$ cat src/rtl/seq_pattern_gen.sv
`default_nettype none
// ============================================================================
// Module   : seq_pattern_gen
// Purpose  : Serial bit-pattern transmitter. Sends a snapshotted N-bit pattern
//            MSB-first (bit [len-1] first, bit [0] last), one bit per bit_en
//            strobe, repeated 'repeats' times with 'gap' idle bit-times
//            between repetitions. Used as a stimulus source for serial
//            sequence detectors and on-chip self-test.
// Build    : define SEQ_GEN_LFSR_GAP_EN to fill gap bits with an 8-bit
//            Fibonacci LFSR (x^8+x^6+x^5+x^4+1, seed 8'hA5) instead of 0.
// Ports    : clk, rst_n (async, active-low)
//            start   - begin transmission (only honoured in IDLE)
//            abort   - return to IDLE immediately, no done pulse
//            bit_en  - bit-rate strobe; the bit on x is consumed when high
//            pattern - pattern bits, len - pattern length (1..PAT_W)
//            repeats - repetition count (0 behaves as 1)
//            gap     - gap bit-times between repetitions
//            x, x_valid, busy, done, err - registered outputs
// Revision : 1.0 - initial release
// ============================================================================
module seq_pattern_gen #(
  parameter int PAT_W = 8,
  parameter int CNT_W = 8,
  parameter int GAP_W = 4,
  localparam int LEN_W = $clog2(PAT_W) + 1
) (
  input  logic             clk,
  input  logic             rst_n,
  input  logic             start,
  input  logic             abort,
  input  logic             bit_en,
  input  logic [PAT_W-1:0] pattern,
  input  logic [LEN_W-1:0] len,
  input  logic [CNT_W-1:0] repeats,
  input  logic [GAP_W-1:0] gap,
  output logic             x,
  output logic             x_valid,
  output logic             busy,
  output logic             done,
  output logic             err
);

  typedef enum logic [1:0] {
    ST_IDLE = 2'd0,
    ST_SEND = 2'd1,
    ST_GAP  = 2'd2,
    ST_DONE = 2'd3
  } state_t;

  state_t state, state_nxt;

  // Snapshot of the transmission parameters, taken when start is accepted.
  logic [PAT_W-1:0] pat_q, pat_nxt;
  logic [LEN_W-1:0] len_q, len_nxt;
  logic [CNT_W-1:0] rep_q, rep_q_nxt;
  logic [GAP_W-1:0] gap_q, gap_q_nxt;

  // Progress counters: all bounded by the snapshot values above.
  logic [LEN_W-1:0] idx, idx_nxt;
  logic [CNT_W-1:0] rep_cnt, rep_cnt_nxt;
  logic [GAP_W-1:0] gap_cnt, gap_cnt_nxt;

  logic             x_nxt, x_valid_nxt, busy_nxt, done_nxt, err_nxt;
  logic             len_ok;
  logic             gap_bit;
  logic             pat_bit;
  logic [LEN_W-1:0] bit_sel;

  assign len_ok = (len != '0) && (len <= LEN_W'(PAT_W));

  // --------------------------------------------------------------------------
  // Gap bit source
  // --------------------------------------------------------------------------
`ifdef SEQ_GEN_LFSR_GAP_EN
  logic [7:0] lfsr, lfsr_nxt;
  logic       lfsr_adv;

  // The LFSR advances only when a gap bit is actually consumed.
  assign lfsr_adv = (state == ST_GAP) && bit_en && !abort;

  always_comb begin
    lfsr_nxt = lfsr;
    if (lfsr_adv) begin
      lfsr_nxt = {lfsr[6:0], lfsr[7] ^ lfsr[5] ^ lfsr[4] ^ lfsr[3]};
    end
  end

  always_ff @(posedge clk or negedge rst_n) begin
    if (!rst_n) begin
      lfsr <= 8'hA5;
    end else begin
      lfsr <= lfsr_nxt;
    end
  end

  // x is registered from next-state values, so the gap bit shown next cycle
  // is the MSB of the post-shift LFSR.
  assign gap_bit = lfsr_nxt[7];
`else
  assign gap_bit = 1'b0;
`endif

  // --------------------------------------------------------------------------
  // State register and counters
  // --------------------------------------------------------------------------
  always_ff @(posedge clk or negedge rst_n) begin
    if (!rst_n) begin
      state   <= ST_IDLE;
      pat_q   <= '0;
      len_q   <= '0;
      rep_q   <= '0;
      gap_q   <= '0;
      idx     <= '0;
      rep_cnt <= '0;
      gap_cnt <= '0;
      x       <= 1'b0;
      x_valid <= 1'b0;
      busy    <= 1'b0;
      done    <= 1'b0;
      err     <= 1'b0;
    end else begin
      state   <= state_nxt;
      pat_q   <= pat_nxt;
      len_q   <= len_nxt;
      rep_q   <= rep_q_nxt;
      gap_q   <= gap_q_nxt;
      idx     <= idx_nxt;
      rep_cnt <= rep_cnt_nxt;
      gap_cnt <= gap_cnt_nxt;
      x       <= x_nxt;
      x_valid <= x_valid_nxt;
      busy    <= busy_nxt;
      done    <= done_nxt;
      err     <= err_nxt;
    end
  end

  // --------------------------------------------------------------------------
  // Next-state logic
  // --------------------------------------------------------------------------
  always_comb begin
    state_nxt   = state;
    pat_nxt     = pat_q;
    len_nxt     = len_q;
    rep_q_nxt   = rep_q;
    gap_q_nxt   = gap_q;
    idx_nxt     = idx;
    rep_cnt_nxt = rep_cnt;
    gap_cnt_nxt = gap_cnt;
    err_nxt     = 1'b0;

    case (state)
      ST_IDLE: begin
        // abort has priority over start, and also suppresses err.
        if (start && !abort) begin
          if (len_ok) begin
            pat_nxt     = pattern;
            len_nxt     = len;
            rep_q_nxt   = (repeats == '0) ? CNT_W'(1) : repeats;
            gap_q_nxt   = gap;
            idx_nxt     = '0;
            rep_cnt_nxt = '0;
            gap_cnt_nxt = '0;
            state_nxt   = ST_SEND;
          end else begin
            err_nxt = 1'b1;
          end
        end
      end

      ST_SEND: begin
        if (abort) begin
          state_nxt = ST_IDLE;
        end else if (bit_en) begin
          if (idx == len_q - LEN_W'(1)) begin
            idx_nxt = '0;
            if (rep_cnt == rep_q - CNT_W'(1)) begin
              state_nxt = ST_DONE;
            end else begin
              rep_cnt_nxt = rep_cnt + CNT_W'(1);
              // With no gap the next repetition starts back-to-back.
              if (gap_q != '0) begin
                gap_cnt_nxt = '0;
                state_nxt   = ST_GAP;
              end
            end
          end else begin
            idx_nxt = idx + LEN_W'(1);
          end
        end
      end

      ST_GAP: begin
        if (abort) begin
          state_nxt = ST_IDLE;
        end else if (bit_en) begin
          if (gap_cnt == gap_q - GAP_W'(1)) begin
            gap_cnt_nxt = '0;
            idx_nxt     = '0;
            state_nxt   = ST_SEND;
          end else begin
            gap_cnt_nxt = gap_cnt + GAP_W'(1);
          end
        end
      end

      ST_DONE: begin
        // Single-cycle state; a start seen here is deliberately dropped.
        state_nxt = ST_IDLE;
      end

      default: begin
        state_nxt = ST_IDLE;
      end
    endcase
  end

  // --------------------------------------------------------------------------
  // Output logic: outputs are registered from the next-state values so that
  // the bit on x is the bit consumed by the following bit_en strobe.
  // --------------------------------------------------------------------------
  assign bit_sel = len_nxt - LEN_W'(1) - idx_nxt;

  always_comb begin
    pat_bit = 1'b0;
    for (int i = 0; i < PAT_W; i++) begin
      if (bit_sel == LEN_W'(i)) begin
        pat_bit = pat_nxt[i];
      end
    end
  end

  always_comb begin
    x_nxt       = 1'b0;
    x_valid_nxt = 1'b0;
    busy_nxt    = 1'b0;
    done_nxt    = 1'b0;
    case (state_nxt)
      ST_SEND: begin
        x_nxt       = pat_bit;
        x_valid_nxt = 1'b1;
        busy_nxt    = 1'b1;
      end
      ST_GAP: begin
        x_nxt       = gap_bit;
        x_valid_nxt = 1'b1;
        busy_nxt    = 1'b1;
      end
      ST_DONE: begin
        done_nxt = 1'b1;
      end
      default: begin
        x_nxt = 1'b0;
      end
    endcase
  end

endmodule
`default_nettype wire

$ cat config.mk
export PLATFORM = sky130hd
export DESIGN_NAME = seq_pattern_gen
export DESIGN_NICKNAME = d
export VERILOG_FILES = /design/src/rtl/seq_pattern_gen.sv
export SDC_FILE = /design/constraint.sdc
export NUM_CORES = 1
export LEC_CHECK = 0
export CAP_MARGIN = 20
export CORE_ASPECT_RATIO = 1.75
export CORE_MARGIN = 4
export CORE_UTILIZATION = 51
export CTS_CLUSTER_SIZE = 25
export DETAILED_ROUTE_END_ITERATION = 8
export PLACE_DENSITY_LB_ADDON = 0.2
export SYNTH_ARGS = -nofsm -noshare
export SYNTH_HDL_FRONTEND = slang
export SYNTH_SLANG_ARGS = --single-unit
$ cat constraint.sdc
create_clock -name clk -period 3.2 [get_ports clk]
set_input_delay 0.64 -clock clk [delete_from_list [all_inputs] [get_ports clk]]
set_output_delay 0.64 -clock clk [all_outputs]
set_load 0.005 [all_outputs]
# Word level (Yosys, flattened, before mapping)
# Index checks and enable logic that the tools add are counted.
word_totals:
  in_bits: 29
  out_inout_bits: 5
  regBits: 46
  wordCells: 119
classes:
  magnitude_cmp: 1
  reduce_logical: 14
  muxes: 59
  n_eq_ne: 25
  addsub: 8
ops:
  columns: ["operator", "count"]
  rows:
  - ["$mux W4", 21]
  - ["$mux W8", 10]
  - ["$pmux W4 S3", 2]
  - ["$mux W2", 10]
  - ["$ne A2 B2 Y1 const B", 9]
  - ["$eq A4 B3 Y1 const B", 4]
  - ["$pmux W8 S2", 1]
  - ["$mux W1", 14]
  - ["$sub A4 B1 Y4 const B", 3]
  - ["$reduce_and A10 Y1", 1]
  - ["$add A4 B1 Y4 const B", 2]
  - ["$add A8 B1 Y8 const B", 1]
  - ["$eq A2 B2 Y1 const B", 4]
  - ["$eq A4 B2 Y1 const B", 2]
  - ["$eq A4 B4 Y1", 2]
  - ["$eq A8 B8 Y1", 1]
  - ["$logic_not A8 Y1", 1]
  - ["$pmux W2 S4", 1]
  - ["$reduce_bool A4 Y1", 2]
  - ["$sub A8 B1 Y8 const B", 1]
  - ["$reduce_and A7 Y1", 1]
  - ["$eq A2 B1 Y1 const B", 2]
  - ["$eq A4 B1 Y1 const B", 1]
  - ["$le A4 B4 Y1 const B", 1]
  - ["9 further kinds", 10]

# Longest topological paths before layout
depth:
  depth_word: 17
  depth_mapped: 15
  ltp_nobuf: 15

# Least setup slack after synthesis
# OpenSTA, ideal clock, no wires.
synth_path:
  path_kind: "in2reg"
  startpoint: "in abort"
  endpoint: "reg x"
  cell_stages: 14
  t_arrival_ns: 3.407
  path_slack_ns: -0.340
  n_path_buf: 3
  t_required_ns: 3.067
  setup_time_ns: 0.133
  path_cell_list: "or4b_4 > or3_1 > buf_2 > clkbuf_1 > buf_1 > nand2_1 > nand2_1 > ha_1 > xnor2_1 > inv_1 > a211oi_1 > a21oi_1 > o21ai_0 > a311oi_1"
synth_via:
  elab_chain_cells: 16
  word_cells_on_any_way: 34
  cone_classes: "add/sub (2); eq/ne (8); mux (21); reduce/logical (3)"
synth_rtl:
  columns: ["item", "line_no", "rtl"]
  rows:
  - ["from (decl)", "30", "input logic abort,"]
  - ["$logic_not A1 Y1 (*)", "155", "if (start && !abort) begin"]
  - ["$logic_and A1 B1 Y1 (*)", "155", null]
  - ["$mux W4 (*)", "155", null]
  - ["$mux W4 (*)", "152", "case (state)"]
  - ["via len_nxt[2]", "54", "logic [LEN_W-1:0] len_q, len_nxt;"]
  - ["$sub A4 B1 Y4 (*)", "222", "assign bit_sel = len_nxt - LEN_W'(1) - idx_nxt;"]
  - ["$sub A4 B4 Y4 (*)", "222", null]
  - ["$logic_not A4 Y1", "227", "if (bit_sel == LEN_W'(i)) begin"]
  - ["$mux W1 (7 in series)", "227", null]
  - ["$mux W1 (*)", "227", null]
  - ["$mux W1 (*)", "238", "case (state_nxt)"]
  - ["via x_nxt", "63", "logic x_nxt, x_valid_nxt, busy_nxt, done_nxt, err_nxt;"]
  - ["to (signal assigned)", "130", "x <= x_nxt;"]
  - ["to (decl)", "36", "output logic x,"]
# The timed path passes the listed nets; every way through them passes the cells marked *.
# A chain may end at the register's enable or synchronous reset.

# Final worst setup path
layout_path:
  startpoint: "reg gap_q[0]"
  endpoint: "reg x"
layout_via:
  elab_chain_cells: 17
  word_cells_on_any_way: 35
  cone_classes: "add/sub (2); eq/ne (9); mux (22); reduce/logical (2)"
layout_rtl:
  columns: ["item", "line_no", "rtl"]
  rows:
  - ["from (decl)", "56", "logic [GAP_W-1:0] gap_q, gap_q_nxt;"]
  - ["from (signal assigned)", "126", "gap_q <= gap_q_nxt;"]
  - ["$sub A4 B1 Y4", "197", "if (gap_cnt == gap_q - GAP_W'(1)) begin"]
  - ["$eq A4 B4 Y1", "197", null]
  - ["$mux W4", "197", null]
  - ["$mux W4", "196", "end else if (bit_en) begin"]
  - ["$mux W4", "194", "if (abort) begin"]
  - ["$pmux W4 S3", "152", null]
  - ["$sub A4 B4 Y4", "222", null]
  - ["$logic_not A4 Y1", "227", null]
  - ["$mux W1 (8 in series)", "227", null]
  - ["$mux W1 (*)", "238", null]
  - ["via x_nxt", "63", null]
# Marked as above.

==> impl_results.md <==
- ANT nets after route: 0
- Period minus WS final: ~3.3 ns
- Combinational power share: 45.6%
- Leakage: 1.75 nW
- Status: finished, violations left
- Cell variety after synth: 55
- Clk pwr share: 17.8%
- Worst R2R End: x
- #FFs+latches synth: between 40 and 50
- Post-synth ARST share: 100%
- Die Y-Extent: 108 µm
- Final nets: 427
- CORE AREA: roughly 0.0055 mm²
- Final worst slack: -0.0557 ns
- Post-synth top area cell: dfrtp_1
- Failing checks: negative setup slack
- Crit Path Max Fanout: 7
- Final worst path period share: 102%
- Worst slew pin tran: 0.472 ns
- Worst-skew pair later-pin latency: about 0.32 ns
- Int Pwr: 1.33 mW
- TritonRoute pass-1 iters: 4
- H-tree levels: 2
- Switching portion of total power: 37.4%
- Clock root cell: clkbuf_8
- Synthesis Warnings: 0
- DRC: 0
- Unrepaired setup endpoints after global routing: true
- Worst Setup Path Type: flop to flop
- Setup_tns: -0.0557 ns
- Power consumption: about 2.1 mW
- # fillers: 449
- Area Overhead vs Synth: 31.0%
- Sequential area share after synthesis: ~40%
- CTS buffer count: 5
- Gr usage total: 21.7%
- First-pass GRT wire length: 11.7 mm
- Vias: between 2,000 and 3,000
- Synth area leaders: dfrtp_1, nand2_1, xnor2_1, ha_1, mux2i_1
- Clock skew: 0.0154 ns
- Data required time of the critical path: about 3.4 ns
- Layout cells sized above 1: 21.2%
- Critical path capture point type: flop
- Worst R2R Path Depth: 13
- CTS clk-pin slew, worst paths: 0.09 ns
- FF-to-FF setup slack: -0.06 ns
- Cts hold-fix bufs: 0
- CTS tree: yes
- Mapped Nets: around 360
- Initial core utilization: ~52%
- Final core occ: 68.3%
- Normalized max-slew margin: 68.1%
- Grt ovf: 0
- Largest net degree at the start of global routing: 47
- Port bufs: 33
- Gate Count Post-Synth: 316
- Die Width: 64.9 µm
- Netlist area before placement: 0.00289 mm²
- Element type at the critical path start: flop
- Reg-to-reg startpoint: gap_q[0]
- DR vias/cell: 5.52
- Starting DRC count in detailed routing: about 150
- Top FF cell, synth: dfrtp_1
- Part of the power in registers: 36.6%
- Psw: 792 µW
- EDFF count, synth: 0
- # IOs: 34
- Final WL: 7.27 mm
- Mapped Avg Cell Area: between 9 and 10 µm²
- Total die area: 0.00698 mm²
- # rows: 36
- Min-Delay Path Class: primary input to asynchronous set/reset pin
- Final max-slew violation count: 0
- Hold slack final: between 0.1 and 0.15 ns
- Number of setup violations in the final report: 1
- CTS Buffer Depth: 2
- Wire per inst: between 15 and 20 µm
- ANT cells: 0
- Power per standard cell area: between 500 and 600 mW/mm²
- Peak Freq: ~310 MHz
- Clock Sinks: 46
- Number of max-cap violations: 0
- Yosys top cell area share: 39.8%
- Vias in the first global route: ~2,600
- RePlAce Congestion: around 0.9
- Initial antenna violation count: 0
- Maximum vdd ir drop: 0.342 mV
- HPWL after detailed placement: between 5 and 6 mm
- Setup Slack @ Placement: -0.527 ns
- WP data arrival: roughly 3.5 ns
- Final Hold Fails: 0
through the flow:
step,std cells,instance area (µm²)
floorplan,316,2990
global placement,447,3570
detailed placement,447,3570
CTS,459,3700
global route,463,3780
finish,463,3780
critical path, stage by stage (launching register included):
cell and delay (ns):
dfrtp_1 0.39, inv_2 0.09, ha_4 0.20, xnor2_1 0.13, nor3_2 0.23, nand4b_1 0.16, a211o_1 0.35, mux2i_1 0.22
ha_2 0.23, fa_2 0.50, inv_2 0.07, nor2_1 0.04, or3_1 0.33, a311oi_2 0.23
timing repair:
item / in CTS / in global routing
setup buffers: 4 / 3
gates resized for setup: 16 / 14
pin swaps: 12 / 12
setup endpoints to repair: 1 / 1
worst max path at each step:
stage                         from  endpoint  slack [ns]  cells past startpoint
after floorplan              abort         x       -0.05                     10
after global placement      len[0]         x       -0.45                     12
after detailed placement    len[0]         x       -0.53                     12
after CTS                 gap_q[1]         x       -0.06                     13
after global routing      gap_q[1]         x       -0.24                     12
final                     gap_q[0]         x       -0.06                     13
layout by cell type, fill, tap and decap left out, drive strengths merged, types with 2 or more instances in the layout:
master,n
clkbuf,5
nand2b,8
mux2,4
and2,3
o31ai,6
nor4,4
xnor2,17
or3,3
buf,44
a21o,6
xor2,8
nand3b,2
clkdlybuf4s50,26
o31a,2
ha,11
nand2,62
nor2,16
nand3,7
dlymetal6s2s,2
mux2i,8
a21oi,10
nor3,9
a211o,2
a211oi,4
nand4,5
nor2b,2
a22o,2
o211ai,2
inv,17
clkinvlp,2
o21ai,10
or4,4
a32oi,3
and3,4
nor3b,4
dfrtp,46
power groups by stage:
stage / clock network [mW] / registers [mW] / logic (mW)
CTS: 0.382 / 0.776 / 0.905
global route: 0.403 / 0.788 / 1.07
global placement: 0 / 0.783 / 0.857
floorplan: 0 / 0.749 / 0.633
finish: 0.377 / 0.776 / 0.966
detailed placement: 0 / 0.786 / 0.880
cell type report:
| class | count | area [µm²] | area share (%) |
|---|---|---|---|
| clock buffers | 5 | 68.8 | 1.82 |
| clock inverters | 3 | 23.8 | 0.628 |
| inverters | 16 | 60.1 | 1.59 |
| multi-input cells | 243 | 1740 | 46.0 |
| flip-flops and latches | 46 | 1150 | 30.4 |
| well taps | 76 | 95.1 | 2.51 |
| repair buffers | 74 | 647 | 17.1 |
logic make-up after synthesis:
group | share of synthesized area (%)
and+or+nand+nor | 24.2
AOI/OAI and AO/OA | 14.0
xor gates and xnor gates | 8.40
buffers and inverters | 3.77
muxes | 4.33
DFF | 39.8
adders and majority gates | 5.46
synthesized netlist by cell type, types with 5 or more instances:
| library cell | n |
|---|---|
| nand3_1 | 7 |
| nand4_1 | 5 |
| a21o_1 | 5 |
| inv_1 | 16 |
| dfrtp_1 | 46 |
| o21ai_0 | 10 |
| mux2i_1 | 8 |
| a21oi_1 | 10 |
| nor3_1 | 8 |
| nand2_1 | 62 |
| nand2b_1 | 8 |
| nor2_1 | 15 |
| xnor2_1 | 17 |
| o31ai_1 | 6 |
| clkbuf_1 | 6 |
| xor2_1 | 8 |
| ha_1 | 11 |
state kept, by name (all words and copies together) (netlist names):
name     cells
pat_q        8
rep_cnt      8
rep_q        8
gap_cnt      4
gap_q        4
idx          4
len_q        4
state        2
busy         1
done         1
err          1
x            1
layer usage:
layer / global-route usage [%] / vias to the layer above / wire length, µm
li1: - / 1255 / -
met1: 22.4 / 1233 / 2690
met2: 43.0 / 52 / 4230
met3: 2.51 / 16 / 183
met4: 7.87 / 0 / 171
met5: 0 / - / 0
(Power assumes the default switching activity.)
